`src/rtl/matmul_sequencer.sv`:
```
// matmul_sequencer: load/compute/drain controller for an NxN systolic MMU
module matmul_sequencer #(
  parameter int N = 2,
  parameter int ADDR_W = $clog2(2*N*N),
  parameter int CYC_W = $clog2(3*N),
  parameter int OUT_W = $clog2(N*N)
) (
  input  logic              clk,
  input  logic              rst_n,
  input  logic              load_valid,
  output logic              load_ready,
  input  logic              keep_weights,
  input  logic              abort,
  output logic              mem_load_mat,
  output logic [ADDR_W-1:0] mem_addr,
  output logic              mmu_en,
  output logic [CYC_W-1:0]  mmu_cycle,
  output logic              out_valid,
  input  logic              out_ready,
  output logic [OUT_W-1:0]  out_idx,
  output logic              busy,
  output logic              done,
  output logic              weights_valid
);
  typedef enum logic [1:0] {IDLE, LOAD, COMPUTE, DRAIN} state_t;
  localparam logic [ADDR_W-1:0] LAST_A = ADDR_W'(N*N-1);
  localparam logic [ADDR_W-1:0] LAST_B = ADDR_W'(2*N*N-1);
  localparam logic [CYC_W-1:0]  LAST_C = CYC_W'(3*N-1);
  localparam logic [OUT_W-1:0]  LAST_O = OUT_W'(N*N-1);
  state_t state, state_nx;
  logic [ADDR_W-1:0] elem;
  logic full, kill, beat, hs, last_beat, last_out;
  assign load_ready = state == IDLE || state == LOAD;
  assign kill = abort && state != IDLE;
  assign beat = load_valid && load_ready && !kill;
  assign hs = out_valid && out_ready && !kill;
  assign last_beat = elem == (full ? LAST_B : LAST_A);
  assign last_out = out_idx == LAST_O;
  assign mem_load_mat = beat;
  assign mem_addr = elem;
  assign busy = state != IDLE;
  assign mmu_en = state == COMPUTE;
  assign out_valid = state == DRAIN;
  always_comb begin
    state_nx = state;
    case (state)
      IDLE:    state_nx = beat ? LOAD : IDLE;
      LOAD:    state_nx = kill ? IDLE : (beat && last_beat) ? COMPUTE : LOAD;
      COMPUTE: state_nx = kill ? IDLE : (mmu_cycle == LAST_C) ? DRAIN : COMPUTE;
      DRAIN:   state_nx = (kill || (hs && last_out)) ? IDLE : DRAIN;
      default: state_nx = IDLE;
    endcase
  end
  always_ff @(posedge clk or negedge rst_n) begin
    if (!rst_n) begin
      state <= IDLE;
      elem <= '0;
      mmu_cycle <= '0;
      out_idx <= '0;
      full <= 1'b0;
      done <= 1'b0;
      weights_valid <= 1'b0;
    end else begin
      state <= state_nx;
      done <= state == DRAIN && hs && last_out;
      elem <= state_nx == LOAD ? elem + ADDR_W'(beat) : '0;
      mmu_cycle <= (state == COMPUTE && state_nx == COMPUTE) ? mmu_cycle + CYC_W'(1) : '0;
      out_idx <= (state == DRAIN && state_nx == DRAIN) ? out_idx + OUT_W'(hs) : '0;
      if (state == IDLE && beat) full <= !(keep_weights && weights_valid);
      // a full job aborted mid-load has partially overwritten B
      if (state == LOAD && full && beat && last_beat) weights_valid <= 1'b1;
      else if (state == LOAD && full && kill) weights_valid <= 1'b0;
    end
  end
endmodule
```
`config.mk`:
```
export PLATFORM = sky130hd
export DESIGN_NAME = matmul_sequencer
export DESIGN_NICKNAME = d
export VERILOG_FILES = /design/src/rtl/matmul_sequencer.sv
export SDC_FILE = /design/constraint.sdc
export NUM_CORES = 1
export LEC_CHECK = 0
export CORE_MARGIN = 4
export CORE_UTILIZATION = 52
export CTS_BUF_LIST = sky130_fd_sc_hd__clkbuf_4
export CTS_CLUSTER_DIAMETER = 50
export DETAILED_ROUTE_END_ITERATION = 7
export PLACE_DENSITY = 0.9
export SLEW_MARGIN = 10
export SYNTH_ARGS = -nofsm -noshare
export SYNTH_HDL_FRONTEND = slang
export SYNTH_SLANG_ARGS = --single-unit
```
`constraint.sdc`:
```
create_clock -name clk -period 4.1 [get_ports clk]
set_input_delay 0.82 -clock clk [delete_from_list [all_inputs] [get_ports clk]]
set_output_delay 0.82 -clock clk [all_outputs]
set_load 0.01 [all_outputs]
```
==> flow_summary.ini, run 1 <==
[status]
status = completed

[synthesis]
synth.distinct_cells = 29
syn_inst = 69
muxShareOfSynthArea = 0.0154
synth_compound_area_frac = 0.174
synth-xor-area-share = 0.0358
yosys.area_share.simple = 0.195
synth.yosys.seq_area_share = 0.444
yosys.area_share.adder = 0.0853
yosysWarnings = 0
syn-num-nets = 80
synthArstFlopShare = 1.00
avgSynthCellArea_um2 = 10.6
synth_edf_count = 0
syn_area_um2 = 733
synth_top_family_by_area = simple AND/OR/NAND/NOR gates
ys.flop_type = dfrtp_1
yosys_register_bits = 13

[clock_network]
cts.clk_slew.worst_paths_ns = 0.08
cts_resized = 0
cts-htree-levels = 1
cts_tree = done
clockRootBuffer = clkbuf_4
cts_sinks = 13
hold_buffers = 0
cts_setup_buffers = 0
clock_latency_ns = 0.27
clk_path_buf_depth = 2
cts_buffers = 3

[floorplan]
ioPinCount = 21
coreArea_um2 = 1320
die_x_um = 45.6
row_count = 13
die_h_um = 45.6
start_util = 0.557
dieArea_um2 = 2070

[timing]
fin_crit_sh = 0.768
finalSetupViolCount = 0
rsz0062_at_grt = no
maxSlewViolCount = 0
fin_setup_tns_ns = 0
relSlewSlack = 0.598
min_period_ns = 3.15
max_freq_mhz = 318
hold_viol = 0
tightest_slew_ns = 0.601
skew_ns = 0.00102

[hold_path]
hp-class = flip-flop to flip-flop
hold-path-endpoint = mmu_cycle[0]$_DFF_PN0_
holdPathStages = 1
hp-start = mmu_cycle[0]$_DFF_PN0_

[final_layout]
layout_common_cells = 20 x clkdlybuf4s50_1, 13 x dfrtp_1, 8 x nor2_1
final_common_cell = clkdlybuf4s50_1
num-fill-cells = 99
fin_nets = 103
design_area_um2 = 961
fin_cells = 106
drive_gt1_frac = 0.132
area_delta_synth_final_pct = 31.1
diodes = 0

[setup_path]
crit_fanout = 7
critPathLaunch = abort
start_kind = input pin
crit_type = input pin to primary output
cp.required_ns = 3.28
reg2regPathDepth = 7
end_kind = primary output
r2r_slack_ns = 2.24
crit_arrival_ns = 2.33
r2r_start = state[0]$_DFF_PN0_
regToRegEndpoint = mem_addr[2]$_DFF_PN0_

[power]
p_leak_nw = 0.431
power_density_nw_per_um2 = 394
vdd_drop_max_mv = 0.278

[routing]
drt_iter0_markers = 16
drtAntennaViolNets = 0
drc_errors = 0
routed_via_density = 5.71
firstDrtPassIters = 4
routed_wl_mm = 1.62
vias = 605
routedWlPerCell_um = 15.3

[job]
drv_cap = 0

[place]
placed_cells = 102
dpl_cell_area_um2 = 933
globalplace.congestion = 0.816
dpl.hpwl_mm = 1.27
io_buffers = 20

[grt]
grt_use_met2 = 0.309
antenna_found_initial = 0
met3_usage = 0.0672
grt_pass1_wl_mm = 2.90
grt-busiest-layer = met2
grt_max_degree = 15
grt_pass1_vias = 617
grt_use_total = 0.198
grtUsageMet1 = 0.252
grt_overflow = 0
registers in the layout (all words and copies together) (netlist names):
signal         flops
mem_addr           3
mmu_cycle          3
out_idx            2
state              2
done               1
full               1
weights_valid      1
synth_stat cells, types with 2 or more instances:
cell type / count / area share
a31oi_2: 2 / 0.034
nor2_1: 8 / 0.041
dfrtp_1: 13 / 0.44
nor2b_1: 2 / 0.017
inv_1: 5 / 0.026
and3_1: 2 / 0.017
ha_1: 5 / 0.085
a21oi_1: 7 / 0.048
nand2_1: 2 / 0.010
xnor2_1: 2 / 0.024
o221ai_1: 3 / 0.036
routing by layer:
| layer | vias to the layer above | part of all wire |
|---|---|---|
| met4 | 0 | 0.0093 |
| li1 | 296 | - |
| met2 | 19 | 0.48 |
| met1 | 288 | 0.44 |
| met3 | 2 | 0.066 |
| met5 | - | 0 |
how the worst max path moves through the flow:
stage	end	slack [ns]
after detailed placement	mem_load_mat	0.99
after CTS	mem_load_mat	0.97
after floorplan	mem_load_mat	2.14
after global routing	mem_load_mat	0.89
final	mem_load_mat	0.95
after global placement	mem_load_mat	1.04
critical path, cell delays in order:
cell and delay (ns):
clkdlybuf4s50_1 0.54, a21oi_1 0.21, and2_1 0.20, clkdlybuf4s50_1 0.56
metrics by stage:
stage / power, W / util / setup slack [ns] / hold WS, ns
6_report: 0.000378 / 0.729 / 0.952 / 0.501
5_1_grt: 0.000403 / 0.729 / 0.890 / 0.553
4_1_cts: 0.000382 / 0.729 / 0.974 / 0.508
3_5_place_dp: 0.000301 / 0.708 / 0.986 / 0.496
3_3_place_gp: 0.000293 / 0.708 / 1.04 / 0.474
2_1_floorplan: 0.000248 / - / 2.14 / 0.510
where the power goes:
part	switching (W)	internal (W)	total, W
sequential	0.0000319	0.000142	0.000174
clock	0.0000427	0.0000362	0.0000789
combinational	0.0000609	0.0000644	0.000125
total	0.000136	0.000243	0.000378
cell families (layout without fill, tap and decap cells):
| kind of cell | Yosys count | in the layout |
|---|---|---|
| AOI/OAI and AO/OA | 17 | 17 |
| xor gates and xnor gates | 3 | 3 |
| adders and majority gates | 5 | 5 |
| buffers and inverters | 7 | 29 |
| DFF | 13 | 13 |
| muxes | 1 | 1 |
| and+or+nand+nor | 23 | 23 |
area by class of cell:
cell class                 instances  area (µm²)  area share
sequential                        13         325       0.339
tap                               15        18.8      0.0195
timing repair buffer              20         200       0.208
multi-input combinational         49         370       0.385
clock inverter                     1        5.00     0.00521
inverter                           5        18.8      0.0195
clock buffer                       3        22.5      0.0234
(Power assumes the default switching activity.)
==> inputs of run 2 (changes only) <==
Settings changed: CORE_UTILIZATION 52 to 43, PLACE_DENSITY 0.9 to 0.8.
Clock period 4.1 ns to 2.6 ns, I/O delays scaled along.
==> run 2 against run 1 <==
Critical endpoint unchanged. Die area rose by 17%. Wire length fell by 3.9%. Clock power rose by 75%. Largest cell class unchanged. Utilization fell by 11 points. First-iteration DRC count fell by 56%. Critical path depth did not move.
==> flow_summary.ini, run 2 (same netlist as run 1, synthesis figures left out) <==
[grt]
grt_overflow = 0
antenna_found_initial = 0
grt_use_total = 0.144
grt_pass1_wl_mm = 2.57
grt_pass1_vias = 574
grt_max_degree = 15

[timing]
worst_slack_ns = 0.265
maxSlewViolCount = 0
max_freq_mhz = 428
rsz0062_at_grt = no
min_period_ns = 2.34
hold_viol = 0
tightest_slew_ns = 0.573
skew_ns = 0.0100
finalSetupViolCount = 0
fin_crit_sh = 0.898
relSlewSlack = 0.617
fin_setup_tns_ns = 0

[clock_network]
cts_setup_buffers = 0
cts_buffers = 3
hold_buffers = 0
cts_sinks = 13
clockRootBuffer = clkbuf_4
cts_resized = 0
cts.clk_slew.worst_paths_ns = 0.07
cts-htree-levels = 1
cts_tree = done
clock_latency_ns = 0.29
clk_path_buf_depth = 2

[power]
internal-power_w = 0.000396
power_density_nw_per_um2 = 620
power.switching_w = 0.000207
switching_share = 0.343
p_clk_frac = 0.228
power.share.sequential = 0.454
p_leak_nw = 0.436
pwr-share-comb = 0.318
vdd_drop_max_mv = 0.548

[floorplan]
row_count = 14
die_h_um = 49.3
start_util = 0.470
dieArea_um2 = 2430
die_x_um = 49.3
ioPinCount = 21
coreArea_um2 = 1560

[setup_path]
crit_fanout = 2
crit_path_max_incr_delay_ns = 0.54
path_common_cell = clkdlybuf4s50_1
cp.required_ns = 2.08
crit_arrival_ns = 1.82
cp_cell_sequence = clkdlybuf4s50_1 -> a21oi_1 -> and2_1 -> clkdlybuf4s50_1
end_kind = primary output
start_kind = input pin
cp_slowest_cell = clkdlybuf4s50_1
crit_type = input pin to primary output
worst-path-buf-inv = 2
cp_top_family = buffers and inverters

[final_layout]
layout_common_cells = 20 x clkdlybuf4s50_1, 13 x dfrtp_1, 8 x nor2_1
area_delta_synth_final_pct = 32.6
num-fill-cells = 130
final_common_cell = clkdlybuf4s50_1
fin_nets = 104
drive_gt1_frac = 0.141
diodes = 0

[routing]
firstDrtPassIters = 4
drc_errors = 0
routedWlPerCell_um = 14.4
routed_via_density = 5.45
maxUsedRoutingLayer = met4
wl_met1_um = 671
wl_met3_um = 97
wl_met2_um = 742
routed_wl_mm = 1.56
vias = 589
drt_iter0_markers = 7
drtAntennaViolNets = 0

[place]
place_ws_ns = 0.264
dpl.hpwl_mm = 1.17
io_buffers = 20
globalplace.congestion = 0.795

[job]
drv_cap = 0

[hold_path]
hp-class = flip-flop to flip-flop

[status]
status = completed
run 2: cell count changes in the layout (fill, tap and decap cells not counted):
cell and delta:
clkbuf_4 +1, clkinv_2 -1, buf_4 +1
run 2: metrics by stage:
step / utilization / cell area (µm²) / hold slack (ns) / power [W] / std cells
3_5_place_dp: 0.604 / 942 / 0.493 / 0.000469 / 104
5_1_grt: 0.624 / 972 / 0.518 / 0.000648 / 108
6_report: 0.624 / 972 / 0.502 / 0.000603 / 108
2_1_floorplan: - / 733 / 0.224 / 0.000391 / 69
4_1_cts: 0.624 / 972 / 0.507 / 0.000608 / 108
3_3_place_gp: 0.604 / 942 / 0.481 / 0.000465 / 104
run 2: per-layer routing:
metal	vias to the layer above	GRT usage
li1	289	-
met1	279	0.174
met2	17	0.210
met3	4	0.0612
met4	0	0.0853
met5	-	0
run 2: power groups by stage:
| stage | Combinational (W) | Clock [W] | Sequential (W) |
|---|---|---|---|
| 2_1_floorplan | 0.000131 | 0 | 0.000260 |
| 3_3_place_gp | 0.000190 | 0 | 0.000274 |
| 5_1_grt | 0.000215 | 0.000155 | 0.000277 |
| 3_5_place_dp | 0.000193 | 0 | 0.000276 |
| 4_1_cts | 0.000194 | 0.000142 | 0.000272 |
| 6_report | 0.000192 | 0.000138 | 0.000274 |
run 2: final cells by class:
cell class / instances / area [µm²] / share of cell area
inverter: 5 / 18.8 / 0.0193
clock buffer: 4 / 30.0 / 0.0309
multi-input combinational: 49 / 370 / 0.381
tap: 16 / 20.0 / 0.0206
timing repair buffer: 21 / 208 / 0.214
sequential: 13 / 325 / 0.335
run 2: worst paths after layout:
path / startpoint / to / slack [ns] / depth (start not counted)
worst max-delay path: abort / mem_load_mat / 0.26 / 4
worst min-delay path: mmu_cycle[0]$_DFF_PN0_ / mmu_cycle[0]$_DFF_PN0_ / 0.50 / 1
worst max register to register: state[0]$_DFF_PN0_ / mem_addr[2]$_DFF_PN0_ / 0.70 / 7
worst min register to register: mmu_cycle[0]$_DFF_PN0_ / mmu_cycle[0]$_DFF_PN0_ / 0.50 / 1
max in group asynchronous: rst_n / out_idx[1]$_DFF_PN0_ / 1.62 / 1
min in group asynchronous: rst_n / weights_valid$_DFFE_PN0P_ / 0.59 / 1
==> inputs of run 3 (changes only) <==
Settings changed: CTS_CLUSTER_DIAMETER 50 to 100.
==> results of run 3 <==
Final layout, timing and power as in run 2 (identical DEF).
